==> config.mk <==
export PLATFORM = sky130hd
export DESIGN_NAME = hilo_div_unit
export DESIGN_NICKNAME = d
export VERILOG_FILES = /design/src/rtl/hilo_pkg.sv /design/src/rtl/div_core.sv /design/src/rtl/hilo_div_unit.sv
export SDC_FILE = /design/constraint.sdc
export NUM_CORES = 1
export LEC_CHECK = 0
export CORE_ASPECT_RATIO = 0.7
export CORE_MARGIN = 4
export CORE_UTILIZATION = 50
export CTS_CLUSTER_DIAMETER = 100
export CTS_CLUSTER_SIZE = 14
export DETAILED_ROUTE_END_ITERATION = 10
export DONT_BUFFER_PORTS = 1
export GPL_ROUTABILITY_DRIVEN = 0
export PLACE_DENSITY = 0.71
export SYNTH_ARGS = -nofsm -noshare
export SYNTH_HDL_FRONTEND = slang
export SYNTH_SLANG_ARGS = --single-unit
==> constraint.sdc <==
create_clock -name clk -period 8.8 [get_ports clk]
set_input_delay 0.88 -clock clk [delete_from_list [all_inputs] [get_ports clk]]
set_output_delay 0.88 -clock clk [all_outputs]
set_load 0.005 [all_outputs]
==> src/rtl/hilo_pkg.sv <==
// hilo_pkg: shared divider FSM states and constants for hilo_div_unit.
package hilo_pkg;
  typedef enum logic [1:0] {IDLE, RUN, FIX, DONE} divState_t;
  localparam int DIV_ITER = 32;
  localparam logic [31:0] DIV_ZERO_QUOT = 32'hFFFF_FFFF;
endpackage

==> src/rtl/div_core.sv <==
// div_core: restoring radix-2 divider datapath driven by load/step/fix strobes from the FSM.
module div_core
  import hilo_pkg::*;
#(
  parameter int DIV_W = 32
) (
  input  logic             clk,
  input  logic             rst,
  input  logic             load,
  input  logic             step,
  input  logic             fix,
  input  logic             signedOp,
  input  logic [DIV_W-1:0] a,
  input  logic [DIV_W-1:0] b,
  output logic [DIV_W-1:0] hiRes,
  output logic [DIV_W-1:0] loRes
);
  logic [DIV_W-1:0] absB, rawA, rem, quot, diff;
  logic [DIV_W:0] remSh;
  logic negQ, negR, bZero, ge;
  assign remSh = {rem, quot[DIV_W-1]};
  assign ge = remSh >= {1'b0, absB};
  // the true difference is below absB, so the low DIV_W bits are exact
  assign diff = remSh[DIV_W-1:0] - absB;
  always_ff @(posedge clk)
    if (!rst) begin
      absB <= '0;
      rawA <= '0;
      rem <= '0;
      quot <= '0;
      negQ <= 1'b0;
      negR <= 1'b0;
      bZero <= 1'b0;
    end else if (load) begin
      absB <= (signedOp && b[DIV_W-1]) ? -b : b;
      quot <= (signedOp && a[DIV_W-1]) ? -a : a;
      rem <= '0;
      rawA <= a;
      negQ <= signedOp & (a[DIV_W-1] ^ b[DIV_W-1]);
      negR <= signedOp & a[DIV_W-1];
      bZero <= b == '0;
    end else if (step) begin
      rem <= ge ? diff : remSh[DIV_W-1:0];
      quot <= {quot[DIV_W-2:0], ge};
    end
  assign hiRes = !fix ? '0 : bZero ? rawA : negR ? -rem : rem;
  assign loRes = !fix ? '0 : bZero ? DIV_W'(DIV_ZERO_QUOT) : negQ ? -quot : quot;
endmodule

==> src/rtl/hilo_div_unit.sv <==
// hilo_div_unit: HI/LO register file with iterative divider and pipeline stall.
// Define HILO_BYPASS_EN to make hi_o/lo_o write-through.
module hilo_div_unit
  import hilo_pkg::*;
#(
  parameter int DIV_W = 32
) (
  input  logic             clk,
  input  logic             rst,
  input  logic             div_start_i,
  input  logic             div_signed_i,
  input  logic [DIV_W-1:0] div_a_i,
  input  logic [DIV_W-1:0] div_b_i,
  input  logic             div_cancel_i,
  input  logic             hilo_we_i,
  input  logic             hilo_sel_i,
  input  logic [DIV_W-1:0] hilo_wdata_i,
  input  logic             mul_we_i,
  input  logic [DIV_W-1:0] mul_hi_i,
  input  logic [DIV_W-1:0] mul_lo_i,
  output logic             stall_o,
  output logic             div_done_o,
  output logic [DIV_W-1:0] hi_o,
  output logic [DIV_W-1:0] lo_o
);
  localparam int CNT_W = $clog2(DIV_ITER);
  divState_t state, stateNext;
  logic [CNT_W-1:0] cnt;
  logic [DIV_W-1:0] hiReg, loReg, hiNext, loNext, divHi, divLo;
  logic load, step, fix, divWe;
  div_core #(.DIV_W(DIV_W)) core (
    .clk(clk), .rst(rst), .load(load), .step(step), .fix(fix),
    .signedOp(div_signed_i), .a(div_a_i), .b(div_b_i),
    .hiRes(divHi), .loRes(divLo)
  );
  always_ff @(posedge clk)
    if (!rst) begin
      state <= IDLE;
      cnt <= '0;
      hiReg <= '0;
      loReg <= '0;
    end else begin
      state <= stateNext;
      cnt <= load ? '0 : step ? cnt + CNT_W'(1) : cnt;
      hiReg <= hiNext;
      loReg <= loNext;
    end
  always_comb begin
    stateNext = state;
    load = 1'b0;
    step = 1'b0;
    fix = 1'b0;
    case (state)
      IDLE: begin
        load = div_start_i & !div_cancel_i;
        stateNext = load ? RUN : IDLE;
      end
      RUN: begin
        step = 1'b1;
        stateNext = div_cancel_i ? IDLE : (cnt == CNT_W'(DIV_ITER - 1)) ? FIX : RUN;
      end
      FIX: begin
        fix = 1'b1;
        stateNext = div_cancel_i ? IDLE : DONE;
      end
      default: stateNext = IDLE;
    endcase
  end
  // divider beats the older write-back instruction, product beats mthi/mtlo
  assign divWe = fix & !div_cancel_i;
  assign hiNext = divWe ? divHi : mul_we_i ? mul_hi_i : (hilo_we_i && hilo_sel_i) ? hilo_wdata_i : hiReg;
  assign loNext = divWe ? divLo : mul_we_i ? mul_lo_i : (hilo_we_i && !hilo_sel_i) ? hilo_wdata_i : loReg;
  assign stall_o = load | (state == RUN) | (state == FIX);
  assign div_done_o = state == DONE;
`ifdef HILO_BYPASS_EN
  assign hi_o = hiNext;
  assign lo_o = loNext;
`else
  assign hi_o = hiReg;
  assign lo_o = loReg;
`endif
endmodule

Yosys cells after proc, flatten, opt, wreduce, memory -nomap -nowiden. Cells that the tools add are included.

Register bits: 202. Input bits: 168. Output and inout bits: 66. Word-level logic and storage cells: 67.

Add/sub/neg operators: 6. Order comparisons: 1. Eq/ne operators: 4. Muxes and demuxes: 25. Bitwise gates (word level): 8. Reductions and logical operators: 12.

Operator list (count): $mux W32 (17); $neg A32 Y32 (4); $ge A33 B32 Y1 (1); $logic_not A32 Y1 (1); $sub A32 B32 Y32 (1); $mux W2 (3); $pmux W2 S3 (1); $reduce_bool A3 Y1 (2); $add A5 B1 Y5 const B (1); $eq A5 B5 Y1 const B (1); $and A1 B1 Y1 (4); $eq A2 B2 Y1 const B (2); $logic_and A1 B1 Y1 (4); $mux W1 (4); $eq A2 B1 Y1 const B (1); $logic_not A1 Y1 (2); $logic_not A2 Y1 (1); $or A1 B1 Y1 (2); $reduce_bool A2 Y1 (1); $reduce_or A2 Y1 (1); $not A1 Y1 (1); $xor A1 B1 Y1 (1).

Logic depth before layout (Yosys ltp).
Word-level depth: 5. Mapped depth: 13. Gate-level depth less buffers: 13.

Cells and area by module. Synthesis repeated with hierarchy kept, for this count alone.

Cells, all modules: 1751. Area total of the unflattened synthesis: 14342.5 um^2.

By module, submodules not included: div_core (times used 1, cells an instance 1351, area each 10407.5 um^2, sequential area each 2622.5 um^2); hilo_div_unit (times used 1, cells an instance 400, area each 3935.0 um^2, sequential area each 1421.4 um^2).

Worst setup path before layout. Ideal clock, no wire load.

Kind: input -> register. From: input port div_b_i[12]. To: register core.absB[30]. Library setup time: 116 ps. Arrival time: 3413 ps. Data required time: 8684 ps. Path slack: 5271 ps. Cell stages on the path: 8. Path buffers: 0. Cells stage by stage: or4_4 -> or4_4 -> or4_4 -> or4_4 -> o41ai_2 -> xor2_1 -> nand2_1 -> o211a_1.

Word-level cells in the longest chain between the ends: 2.

RTL lines: start: declaration (RTL line hilo_div_unit.sv:13) `input logic [DIV_W-1:0] div_b_i,`; $neg A32 Y32 (RTL line div_core.sv:35) `absB <= (signedOp && b[DIV_W-1]) ? -b : b;`; $mux W32 (RTL line div_core.sv:35); end signal: assignment (RTL line div_core.sv:35); end: declaration (RTL line div_core.sv:18) `logic [DIV_W-1:0] absB, rawA, rem, quot, diff;`.

Every way passes these cells. A chain may end at the register's enable or synchronous reset.

Final worst setup path.
From: register core.rem[0]. To: register core.rem[2].

Word-level cells in the longest chain between the ends: 2. Elaborated cells between the ends (all ways): 3. Those cells by class: 1 x add/sub; 1 x order compare; 1 x mux.

RTL lines: start: declaration (RTL line div_core.sv:18); start signal: assignment (RTL line div_core.sv:43) `rem <= ge ? diff : remSh[DIV_W-1:0];`; $sub A32 B32 Y32 or $ge A33 B32 Y1 (tied branches) (RTL line div_core.sv:24, div_core.sv:22); $mux W32 (*) (RTL line div_core.sv:43).

Every way passes the cells marked *; elsewhere a longest branch is shown, timed or not.

==> metrics.txt <==
# TYPE chip_impl_metric gauge
chip_impl_metric{name="design_area",unit="µm²"} 14180
chip_impl_metric{name="yosys_warnings",unit=""} 0
chip_impl_metric{name="grt_usage",unit="%"} 29.81
chip_impl_metric{name="cts_max_path_buffers",unit=""} 3
chip_impl_metric{name="timing.critical_path.required",unit="ns"} 9.21
chip_impl_metric{name="row_count",unit=""} 50
chip_impl_info{name="critical_path.cell_chain",value="ha_1 > nor2b_1 > o2111ai_1 > a21oi_1 > o21ai_0 > a211oi_1 > nor4_4 > buf_4 > nor2_1 > a211o_1 > a21oi_1"} 1
chip_impl_metric{name="fin_skew",unit="ns"} 0.01609
chip_impl_metric{name="htree_num_levels",unit=""} 1
chip_impl_metric{name="timing.hold.ws",unit="ns"} 0.4597
chip_impl_metric{name="crit_fanout",unit=""} 45
chip_impl_metric{name="layout_setup_ws",unit="ns"} 5.003
chip_impl_metric{name="first_iter_violations",unit=""} 1757
chip_impl_metric{name="synthDistinctLibCells",unit=""} 62
chip_impl_metric{name="synth_cells",unit=""} 1778
chip_impl_metric{name="reg2reg_setup_slack",unit="ns"} 5.00
chip_impl_metric{name="async_reset_ff_share",unit="%"} 0
chip_impl_metric{name="grt_start_max_net_pins",unit=""} 170
chip_impl_metric{name="relSlewSlack",unit="%"} 25.56
chip_impl_metric{name="worst-slew-pin-transition",unit="ns"} 1.115
chip_impl_metric{name="synth.cell_area",unit="µm²"} 13610
chip_impl_metric{name="post-cts-setup-buffers",unit=""} 0
chip_impl_metric{name="final_antenna_net_count",unit=""} 0
chip_impl_metric{name="synth_enable_flop_cells",unit=""} 0
chip_impl_metric{name="synth_sequential_area_ratio",unit="%"} 29.72
chip_impl_metric{name="timing.setup.tns",unit="ns"} 0
chip_impl_info{name="top_reg_cell_synth",value="sky130_fd_sc_hd__dfxtp_1"} 1
chip_impl_metric{name="ir_worst_vdd",unit="mV"} 0.1058
chip_impl_metric{name="clock_sink_count",unit=""} 202
chip_impl_metric{name="dp_hpwl",unit="µm"} 35780
chip_impl_metric{name="congestion_overflow_gr",unit=""} 0
chip_impl_metric{name="cp_slowest_stage_delay",unit="ns"} 0.53
chip_impl_info{name="crit_path_top_cell_by_count",value="sky130_fd_sc_hd__a21oi_1"} 1
chip_impl_metric{name="maxSlewViolCount",unit=""} 0
chip_impl_metric{name="clk-insertion-delay-late",unit="ns"} 0.50
chip_impl_metric{name="finalSetupViolCount",unit=""} 0
chip_impl_metric{name="start_util",unit="%"} 50.82
chip_impl_info{name="worstReg2RegStart",value="core.rem[0]"} 1
chip_impl_metric{name="placement.cell_area",unit="µm²"} 13700
chip_impl_metric{name="cts.repair.resized",unit=""} 0
chip_impl_info{name="worstSetupStartpointType",value="flip-flop"} 1
chip_impl_info{name="setup.worst_path.end_class",value="flip-flop"} 1
chip_impl_metric{name="io_buffers",unit=""} 0
chip_impl_metric{name="hold_path_depth",unit=""} 2
chip_impl_metric{name="timing_hold_violations_final",unit=""} 0
chip_impl_metric{name="fraction_of_layout_instances_using_a_drive_strength_above_1",unit="%"} 3.693
chip_impl_metric{name="drt_first_pass_iters",unit=""} 6
chip_impl_metric{name="pwr_density_cell",unit="nW/µm²"} 171.2
chip_impl_metric{name="worst-endpoint-arrival",unit="ns"} 4.21
chip_impl_metric{name="placement.setup.worst_slack",unit="ns"} 5.072
chip_impl_metric{name="cts.hold.buffers_added",unit=""} 0
chip_impl_info{name="critPathKind",value="reg -> reg"} 1
chip_impl_metric{name="post-route-period-util",unit="%"} 43.15
chip_impl_metric{name="wl_per_cell",unit="µm"} 23.12
chip_impl_metric{name="die_height",unit="µm"} 146.0
chip_impl_metric{name="syn_nets",unit=""} 1985
chip_impl_info{name="critical_path.slowest_cell",value="sky130_fd_sc_hd__dfxtp_1"} 1
chip_impl_metric{name="cap_violations",unit=""} 0
chip_impl_metric{name="power_leakage",unit="nW"} 5.438
chip_impl_metric{name="ys_seq_elements",unit=""} 202
chip_impl_info{name="rsz0062_at_grt",value="no"} 1
chip_impl_metric{name="drcViolationCount",unit=""} 0
chip_impl_info{name="min-delay-path-class",value="reg -> reg"} 1
chip_impl_metric{name="final_core_utilization",unit="%"} 52.97
chip_impl_metric{name="antenna_found_initial",unit=""} 1
chip_impl_metric{name="cts_buffers",unit=""} 18
chip_impl_metric{name="clkTransAtPathRegs",unit="ns"} 0.07
chip_impl_info{name="cts.root.buffer_cell",value="sky130_fd_sc_hd__clkbuf_16"} 1
chip_impl_metric{name="area_delta_synth_final",unit="%"} 4.230
chip_impl_metric{name="global_route_wire_length_before_repair",unit="µm"} 70790
chip_impl_info{name="holdCritStartpoint",value="core.rawA[22]"} 1
chip_impl_info{name="status",value="finished clean"} 1
chip_impl_metric{name="worstRegToRegCells",unit=""} 11
chip_impl_metric{name="via_per_inst",unit=""} 6.440
chip_impl_metric{name="clock.fmax",unit="MHz"} 263.4
chip_impl_metric{name="design.final.nets",unit=""} 1886
chip_impl_info{name="worst_path_top_cell_family_by_delay",value="compound AO/OA/AOI/OAI gates"} 1
chip_impl_metric{name="vias",unit=""} 13160
chip_impl_metric{name="cp_buf_inv_count",unit=""} 1
chip_impl_metric{name="postRouteWirelength",unit="µm"} 47260
chip_impl_info{name="cts_tree",value="done"} 1
chip_impl_metric{name="timing.final.crit_period",unit="ns"} 3.797
chip_impl_metric{name="worstSetupPathDepth",unit=""} 11
chip_impl_metric{name="synth_area_per_cell",unit="µm²"} 7.653
chip_impl_metric{name="fp.coreArea",unit="µm²"} 26780
chip_impl_metric{name="number_of_global_route_vias_before_repair",unit=""} 11700
chip_impl_metric{name="i_o_pin_count",unit=""} 234
chip_impl_info{name="startpoint",value="core.rem[0]"} 1
chip_impl_metric{name="die_area",unit="µm²"} 29960
chip_impl_metric{name="dieWidth",unit="µm"} 205.2
-- flip-flops by register name (all words and copies together) (netlist names) --
name        count
core.absB      32
core.quot      32
core.rawA      32
core.rem       32
hi_o           32
lo_o           32
cnt             5
state           2
core.bZero      1
core.negQ       1
core.negR       1
-- where the power goes --
| part | switching (W) | internal, W | total [W] | leakage (nW) |
|---|---|---|---|---|
| clock network | 0.000356 | 0.000383 | 0.000739 | 0.239 |
| registers | 0.0000742 | 0.000972 | 0.00105 | 1.66 |
| logic | 0.000393 | 0.000250 | 0.000643 | 3.54 |
| total | 0.000823 | 0.00161 | 0.00243 | 5.44 |
-- final timing paths --
| kind | endpoint |
|---|---|
| hold reg to reg | core.rawA[22] |
| setup / recovery | core.rem[2] |
| setup reg to reg | core.rem[2] |
| hold / removal | core.rawA[22] |
-- worst min-delay path, stage by stage, from the launching register on --
cell                       delay (ns)
sky130_fd_sc_hd__dfxtp_1         0.31
sky130_fd_sc_hd__nand2_1         0.04
sky130_fd_sc_hd__a21boi_0        0.06
-- routing by layer --
metal	vias to the layer above	part of all wire, %	global-route usage, %	routed length, µm
met4	2	2.3	5.723	1074
met2	724	38	38.27	17850
met3	80	16	14.92	7492
met1	6157	44	44.44	20820
met5	-	0.034	0	16
li1	6201	-	-	-
-- cell type report --
class / instances / area [µm²]
fillers: 2643 / 12590
multi-input cells: 1392 / 8902
flip-flops and latches: 202 / 4045
clock buffers: 19 / 475.5
well taps: 364 / 455.4
inverters: 52 / 195.2
repair buffers: 13 / 97.59
clock inverters: 1 / 8.758
diodes: 1 / 2.502
-- cell usage after synthesis, types with 12 or more instances --
cell type,n,area (µm²)
sky130_fd_sc_hd__nand2_1,220,825.8
sky130_fd_sc_hd__dfxtp_1,202,4044
sky130_fd_sc_hd__a21oi_1,189,945.9
sky130_fd_sc_hd__clkbuf_1,125,469.2
sky130_fd_sc_hd__xor2_1,108,945.9
sky130_fd_sc_hd__nor2_1,107,401.6
sky130_fd_sc_hd__o21ai_0,107,535.5
sky130_fd_sc_hd__nor2b_1,83,519.3
sky130_fd_sc_hd__a221oi_1,57,499.2
sky130_fd_sc_hd__inv_1,52,195.2
sky130_fd_sc_hd__a21boi_0,44,330.3
sky130_fd_sc_hd__a211oi_1,42,315.3
sky130_fd_sc_hd__xnor2_1,39,341.6
sky130_fd_sc_hd__ha_1,38,475.5
sky130_fd_sc_hd__nor3_1,37,185.2
sky130_fd_sc_hd__o211a_1,33,330.3
sky130_fd_sc_hd__o31ai_1,30,225.2
sky130_fd_sc_hd__nor3b_1,28,210.2
sky130_fd_sc_hd__nand3_1,26,130.1
sky130_fd_sc_hd__mux2i_1,20,200.2
sky130_fd_sc_hd__o41ai_1,16,140.1
sky130_fd_sc_hd__a21o_1,14,105.1
sky130_fd_sc_hd__or4_1,13,97.59
sky130_fd_sc_hd__and2_1,12,75.07
-- per-stage QoR --
step	total power [W]	std cells
floorplan	0.001538	1778
global placement	0.001674	2023
detailed placement	0.001689	2023
CTS	0.002418	2043
global route	0.002544	2043
finish	0.002428	2044
-- cell usage in the layout, fill, tap and decap left out, drive strengths merged, types with 18 or more instances in the layout --
cell type | netlist | final
nor2 | 107 | 107
a21oi | 189 | 189
o41ai | 18 | 18
clkbuf | 125 | 19
mux2i | 20 | 20
a21boi | 44 | 44
nand3 | 27 | 27
or4 | 21 | 21
nand2 | 220 | 220
inv | 52 | 53
a211oi | 42 | 42
dfxtp | 202 | 202
nor2b | 83 | 83
a221oi | 57 | 57
o211a | 33 | 33
xnor2 | 39 | 39
ha | 38 | 38
o21ai | 108 | 108
nor3 | 37 | 37
nor3b | 28 | 28
xor2 | 108 | 108
o31ai | 30 | 30
-- logic make-up after synthesis --
family,Yosys count,share of synthesized area (%)
AND/OR/NAND/NOR,599,22.04
AO/OA/AOI/OAI,587,28.56
flip-flops,202,29.72
buffers and inverters,184,5.103
XOR/XNOR,147,9.462
adder cells (fa/ha/maj),39,3.641
multiplexers,20,1.471
No activity file was read; power rests on OpenSTA's default activity.
